$ cat config.mk
export PLATFORM = sky130hd
export DESIGN_NAME = ysyx_22041207_mem_arbiter
export DESIGN_NICKNAME = d
export VERILOG_FILES = /design/src/rtl/ysyx_22041207_mem_arbiter.sv
export SDC_FILE = /design/constraint.sdc
export NUM_CORES = 1
export LEC_CHECK = 0
export BUFFER_PORTS_ARGS = -buffer_cell sky130_fd_sc_hd__buf_2
export CAP_MARGIN = 0
export CORE_AREA = 5 5 207 209
export DETAILED_ROUTE_END_ITERATION = 8
export DIE_AREA = 0 0 212 214
export MAX_ROUTING_LAYER = met4
export PLACE_DENSITY = 0.4
export SETUP_SLACK_MARGIN = 0.05
export SYNTH_ARGS = -nofsm -noshare
export SYNTH_HDL_FRONTEND = slang
export SYNTH_SLANG_ARGS = --single-unit
export TNS_END_PERCENT = 50
$ cat constraint.sdc
create_clock -name clk -period 4 [get_ports clk]
set_clock_uncertainty 0.1 [all_clocks]
set_input_delay 1.2 -clock clk [delete_from_list [all_inputs] [get_ports clk]]
set_output_delay 1.2 -clock clk [all_outputs]
set_load 0.005 [all_outputs]
$ cat src/rtl/ysyx_22041207_mem_arbiter.sv
// Arbitrates the single data-memory port between instruction fetch and the LSU.
// One transaction in flight at a time; LSU has priority, bounded by a starvation streak.
module ysyx_22041207_mem_arbiter #(
  parameter int AW           = 64,
  parameter int DW           = 64,
  parameter int STARVE_LIMIT = 4
) (
  input  logic            clk,
  input  logic            rst_n,
  input  logic            if_req_valid,
  input  logic [AW-1:0]   if_req_addr,
  output logic            if_req_ready,
  input  logic            if_flush,
  output logic            if_resp_valid,
  output logic [DW-1:0]   if_resp_data,
  input  logic            ls_req_valid,
  input  logic            ls_req_wen,
  input  logic [AW-1:0]   ls_req_addr,
  input  logic [DW-1:0]   ls_req_wdata,
  input  logic [DW/8-1:0] ls_req_wmask,
  output logic            ls_req_ready,
  output logic            ls_resp_valid,
  output logic [DW-1:0]   ls_resp_data,
  output logic            mem_req_valid,
  input  logic            mem_req_ready,
  output logic            mem_req_wen,
  output logic [AW-1:0]   mem_req_addr,
  output logic [DW-1:0]   mem_req_wdata,
  output logic [DW/8-1:0] mem_req_wmask,
  input  logic            mem_resp_valid,
  input  logic [DW-1:0]   mem_resp_data,
  output logic            owner
);

  localparam int MW = DW / 8;
  localparam int SW = $clog2(STARVE_LIMIT + 1);
  localparam logic [SW-1:0] LIMIT = SW'(STARVE_LIMIT);

  typedef enum logic [1:0] {IDLE, ISSUE, WAIT} state_t;

  state_t          state_q, state_d;
  logic            owner_q, owner_d;
  logic            drop_q, drop_d;
  logic [SW-1:0]   streak_q, streak_d;
  logic            mem_req_valid_q, mem_req_valid_d;
  logic            wen_q, wen_d;
  logic [AW-1:0]   addr_q, addr_d;
  logic [DW-1:0]   wdata_q, wdata_d;
  logic [MW-1:0]   wmask_q, wmask_d;

  logic in_idle, if_cand, ls_cand, grant_if, grant_ls, resp_fire;

  // Readys are gated by rst_n so nothing is granted while reset is held.
  assign in_idle   = (state_q == IDLE) && rst_n;
  assign if_cand   = if_req_valid && !if_flush;
  assign ls_cand   = ls_req_valid;
  assign grant_if  = in_idle && if_cand && (!ls_cand || (streak_q == LIMIT));
  assign grant_ls  = in_idle && ls_cand && !grant_if;
  assign resp_fire = (state_q == WAIT) && mem_resp_valid;

  always_comb begin
    state_d         = state_q;
    owner_d         = owner_q;
    drop_d          = drop_q;
    streak_d        = streak_q;
    mem_req_valid_d = mem_req_valid_q;
    wen_d           = wen_q;
    addr_d          = addr_q;
    wdata_d         = wdata_q;
    wmask_d         = wmask_q;
    case (state_q)
      IDLE: begin
        if (grant_if || grant_ls) begin
          state_d         = ISSUE;
          mem_req_valid_d = 1'b1;
          owner_d         = grant_ls;
          addr_d          = grant_ls ? ls_req_addr : if_req_addr;
          wen_d           = grant_ls && ls_req_wen;
          wdata_d         = grant_ls ? ls_req_wdata : '0;
          wmask_d         = (grant_ls && ls_req_wen) ? ls_req_wmask : '0;
          if (grant_if) begin
            streak_d = '0;
          end else if (if_req_valid && (streak_q != LIMIT)) begin
            streak_d = streak_q + SW'(1);
          end
        end
      end
      ISSUE: begin
        if (if_flush && !owner_q) drop_d = 1'b1;
        if (mem_req_ready) begin
          state_d         = WAIT;
          mem_req_valid_d = 1'b0;
        end
      end
      WAIT: begin
        if (if_flush && !owner_q) drop_d = 1'b1;
        if (mem_resp_valid) begin
          state_d = IDLE;
          drop_d  = 1'b0;
        end
      end
      default: state_d = IDLE;
    endcase
  end

  always_ff @(posedge clk or negedge rst_n) begin
    if (!rst_n) begin
      state_q         <= IDLE;
      owner_q         <= 1'b0;
      drop_q          <= 1'b0;
      streak_q        <= '0;
      mem_req_valid_q <= 1'b0;
      wen_q           <= 1'b0;
      addr_q          <= '0;
      wdata_q         <= '0;
      wmask_q         <= '0;
    end else begin
      state_q         <= state_d;
      owner_q         <= owner_d;
      drop_q          <= drop_d;
      streak_q        <= streak_d;
      mem_req_valid_q <= mem_req_valid_d;
      wen_q           <= wen_d;
      addr_q          <= addr_d;
      wdata_q         <= wdata_d;
      wmask_q         <= wmask_d;
    end
  end

  // A flushed fetch still completes at memory but its response is swallowed.
  assign if_resp_valid = resp_fire && !owner_q && !drop_q && !if_flush;
  assign ls_resp_valid = resp_fire && owner_q;
  assign if_resp_data  = if_resp_valid ? mem_resp_data : '0;
  assign ls_resp_data  = ls_resp_valid ? mem_resp_data : '0;

  assign if_req_ready  = grant_if;
  assign ls_req_ready  = grant_ls;
  assign mem_req_valid = mem_req_valid_q;
  assign mem_req_wen   = wen_q;
  assign mem_req_addr  = addr_q;
  assign mem_req_wdata = wdata_q;
  assign mem_req_wmask = wmask_q;
  assign owner         = owner_q;

endmodule

==> run metrics <==
largest cells by area after synthesis dfrtp_1, and2_1, a22o_1; Most common cell on crit path buf_2; Die Ht 214 µm; initial antenna violation count 19; Tcrit/Tclk final 89.48%; synth cell count leaders dfrtp_1, nor2_1, and2_1; fin nets 1439; # fillers 4451; worst slack at placement 0.4558 ns; Seq/Total Area, Yosys 55.20%; post-synth cell types 32; RSZ-0062 raised after global routing false; sink count of the clock tree 145; worst skew pair latency 0.45 ns; port buffer count 542; row count 74; Tmin final 3.579 ns; Synth area leader dfrtp_1; final setup vio count 0; Clock Path Buffers 2; syn nets 918; vias in the first global route 7406; run status completed; synthesized area per cell 10.29 µm²; Crit. End Element output pin; remaining global-route overflow 0; most common cell in the netlist dfrtp_1; EDFF count, synth 0; die width 212 µm; H-tree levels 4; DIE AREA 0.04537 mm²; number of synthesized register bits 145; Mapped Area 0.006574 mm²; setup bufs post-CTS 0; Max Slew Vio Count 0; drt first-iter violations 355; Post-Layout Cell Count 1716; gpl congestion 0.9314; Fin. Hold Viols 0; hpwl dp 25740 µm; drt pass-1 iters 4; CTS buffer count 17; gr usage total 14.21%; IO Pins 543; final wirelength 32520 µm; max-cap viol count 0; Pleak 5.709 nW; Critical Path AT 2.28 ns; DRT antenna net count 0; Placed Cells 1673; WP data required 2.70 ns; Setup TNS Final 0 ns; Async SR Flop Fraction 100.0%; peak fanout along the critical path 65; Synth Flop Type dfrtp_1; Gates resized, CTS repair 0; crit-path cells buf_2 -> nand2_1 -> nor4_2 -> buf_12 -> and2_1 -> buf_2; crit start category input port; first-pass GRT wire length 46730 µm; slowest CP cell nor4_2; Slew headroom 40.88%; largest net degree at the start of global routing 121; Max Freq 0.2794 GHz; slew of the pin with the lowest slew margin 0.8868 ns; area delta synth->final 59.71%; Via density 4.043; cts hold-fix bufs 0; DP Area 0.009861 mm²; Ys Warns 0; power per cell area 615.8 mW/mm²; HP Class flop to flop; Reg clk slew, reported paths 0.06 ns; layout cells sized above 1 50.55%; # DRC 0; Vias 6937; wire per inst 18.95 µm; Core ar. 0.04065 mm²; Initial Utilization 16.17%; clk root buf clkbuf_16; CTS tree built; Worst Setup Slack, final 0.4208 ns; Syn Inst Count 639; Max rail drop VDD 0.2238 mV; CP Class input port to output pin; Synth top area share 55.20%; CP peak stage delay 0.31 ns; post-route cell area 0.01050 mm²
-- layer usage --
| layer | share of wire, % | track usage (%) | up-vias |
|---|---|---|---|
| met5 | 0 | - | - |
| met4 | 4.0 | 7.151 | 0 |
| met3 | 6.6 | 3.146 | 59 |
| met2 | 54 | 25.42 | 359 |
| met1 | 36 | 14.52 | 3264 |
| li1 | - | - | 3255 |
-- where the power goes --
part / leakage (nW) / switching (W) / internal (W)
clock network: 0.289 / 0.000690 / 0.000991
registers: 1.73 / 0.000352 / 0.00214
logic: 3.69 / 0.00116 / 0.00113
-- final cells by class --
cell class / instances / area [µm²] / share of cell area [%]
sequential: 145 / 3628 / 34.56
clock inverter: 14 / 181.4 / 1.728
antenna: 11 / 27.53 / 0.2622
tap: 532 / 665.6 / 6.340
multi-input combinational: 433 / 2669 / 25.42
timing repair buffer: 552 / 2856 / 27.21
inverter: 11 / 41.29 / 0.3933
clock buffer: 18 / 429.2 / 4.088
-- path summary, 6_finish.rpt --
check	startpoint	endpoint	slack (ns)	cells past startpoint
setup / recovery	mem_resp_valid	if_resp_data[4]	0.42	6
min in group asynchronous	rst_n	streak_q[2]	0.42	1
hold reg to reg	mem_req_wen	mem_req_wen	0.37	1
setup reg to reg	state_q[1]	mem_req_wmask[7]	1.48	8
hold / removal	mem_req_wen	mem_req_wen	0.37	1
max in group asynchronous	rst_n	mem_req_wdata[38]	1.96	3
-- layout by cell type, fill, tap and decap left out, types with 5 or more instances in the layout --
| cell | instances |
|---|---|
| clkbuf_16 | 17 |
| inv_1 | 10 |
| buf_4 | 5 |
| dfrtp_1 | 145 |
| a22o_1 | 72 |
| o22ai_1 | 65 |
| nor2_1 | 131 |
| ha_1 | 7 |
| and2_1 | 130 |
| buf_2 | 541 |
| diode_2 | 11 |
| buf_12 | 5 |
-- per-stage QoR --
stage | total power, W | util, % | hold WS [ns]
2_1_floorplan | 0.003570 | - | 0.3737
3_3_place_gp | 0.004881 | 24.26 | 0.3572
3_5_place_dp | 0.004866 | 24.26 | 0.3635
4_1_cts | 0.006607 | 25.76 | 0.3785
5_1_grt | 0.006924 | 25.80 | 0.3930
6_report | 0.006466 | 25.83 | 0.3740
-- critical path: cells and delay by family --
kind / cells / cell delay, ns
buffers and inverters: 3 / 0.49
AND/OR/NAND/NOR: 3 / 0.58
-- sequential cells by signal (all words and copies together) (netlist names) --
signal	count
mem_req_addr	64
mem_req_wen	1
streak_q	3
owner	1
mem_req_valid	1
mem_req_wmask	8
drop_q	1
mem_req_wdata	64
state_q	2
-- logic make-up (layout without fill, tap and decap cells) --
group,after synthesis,after routing,share of synthesized area [%]
xor+xnor,1,1,0.1333
mux,3,3,0.4948
flops,145,145,55.20
compound gates,149,149,17.42
buf+inv,61,595,4.454
simple gates,273,273,20.97
other cells,0,11,0
fa+ha+maj,7,7,1.332
Power figures use the tool's default switching activity.
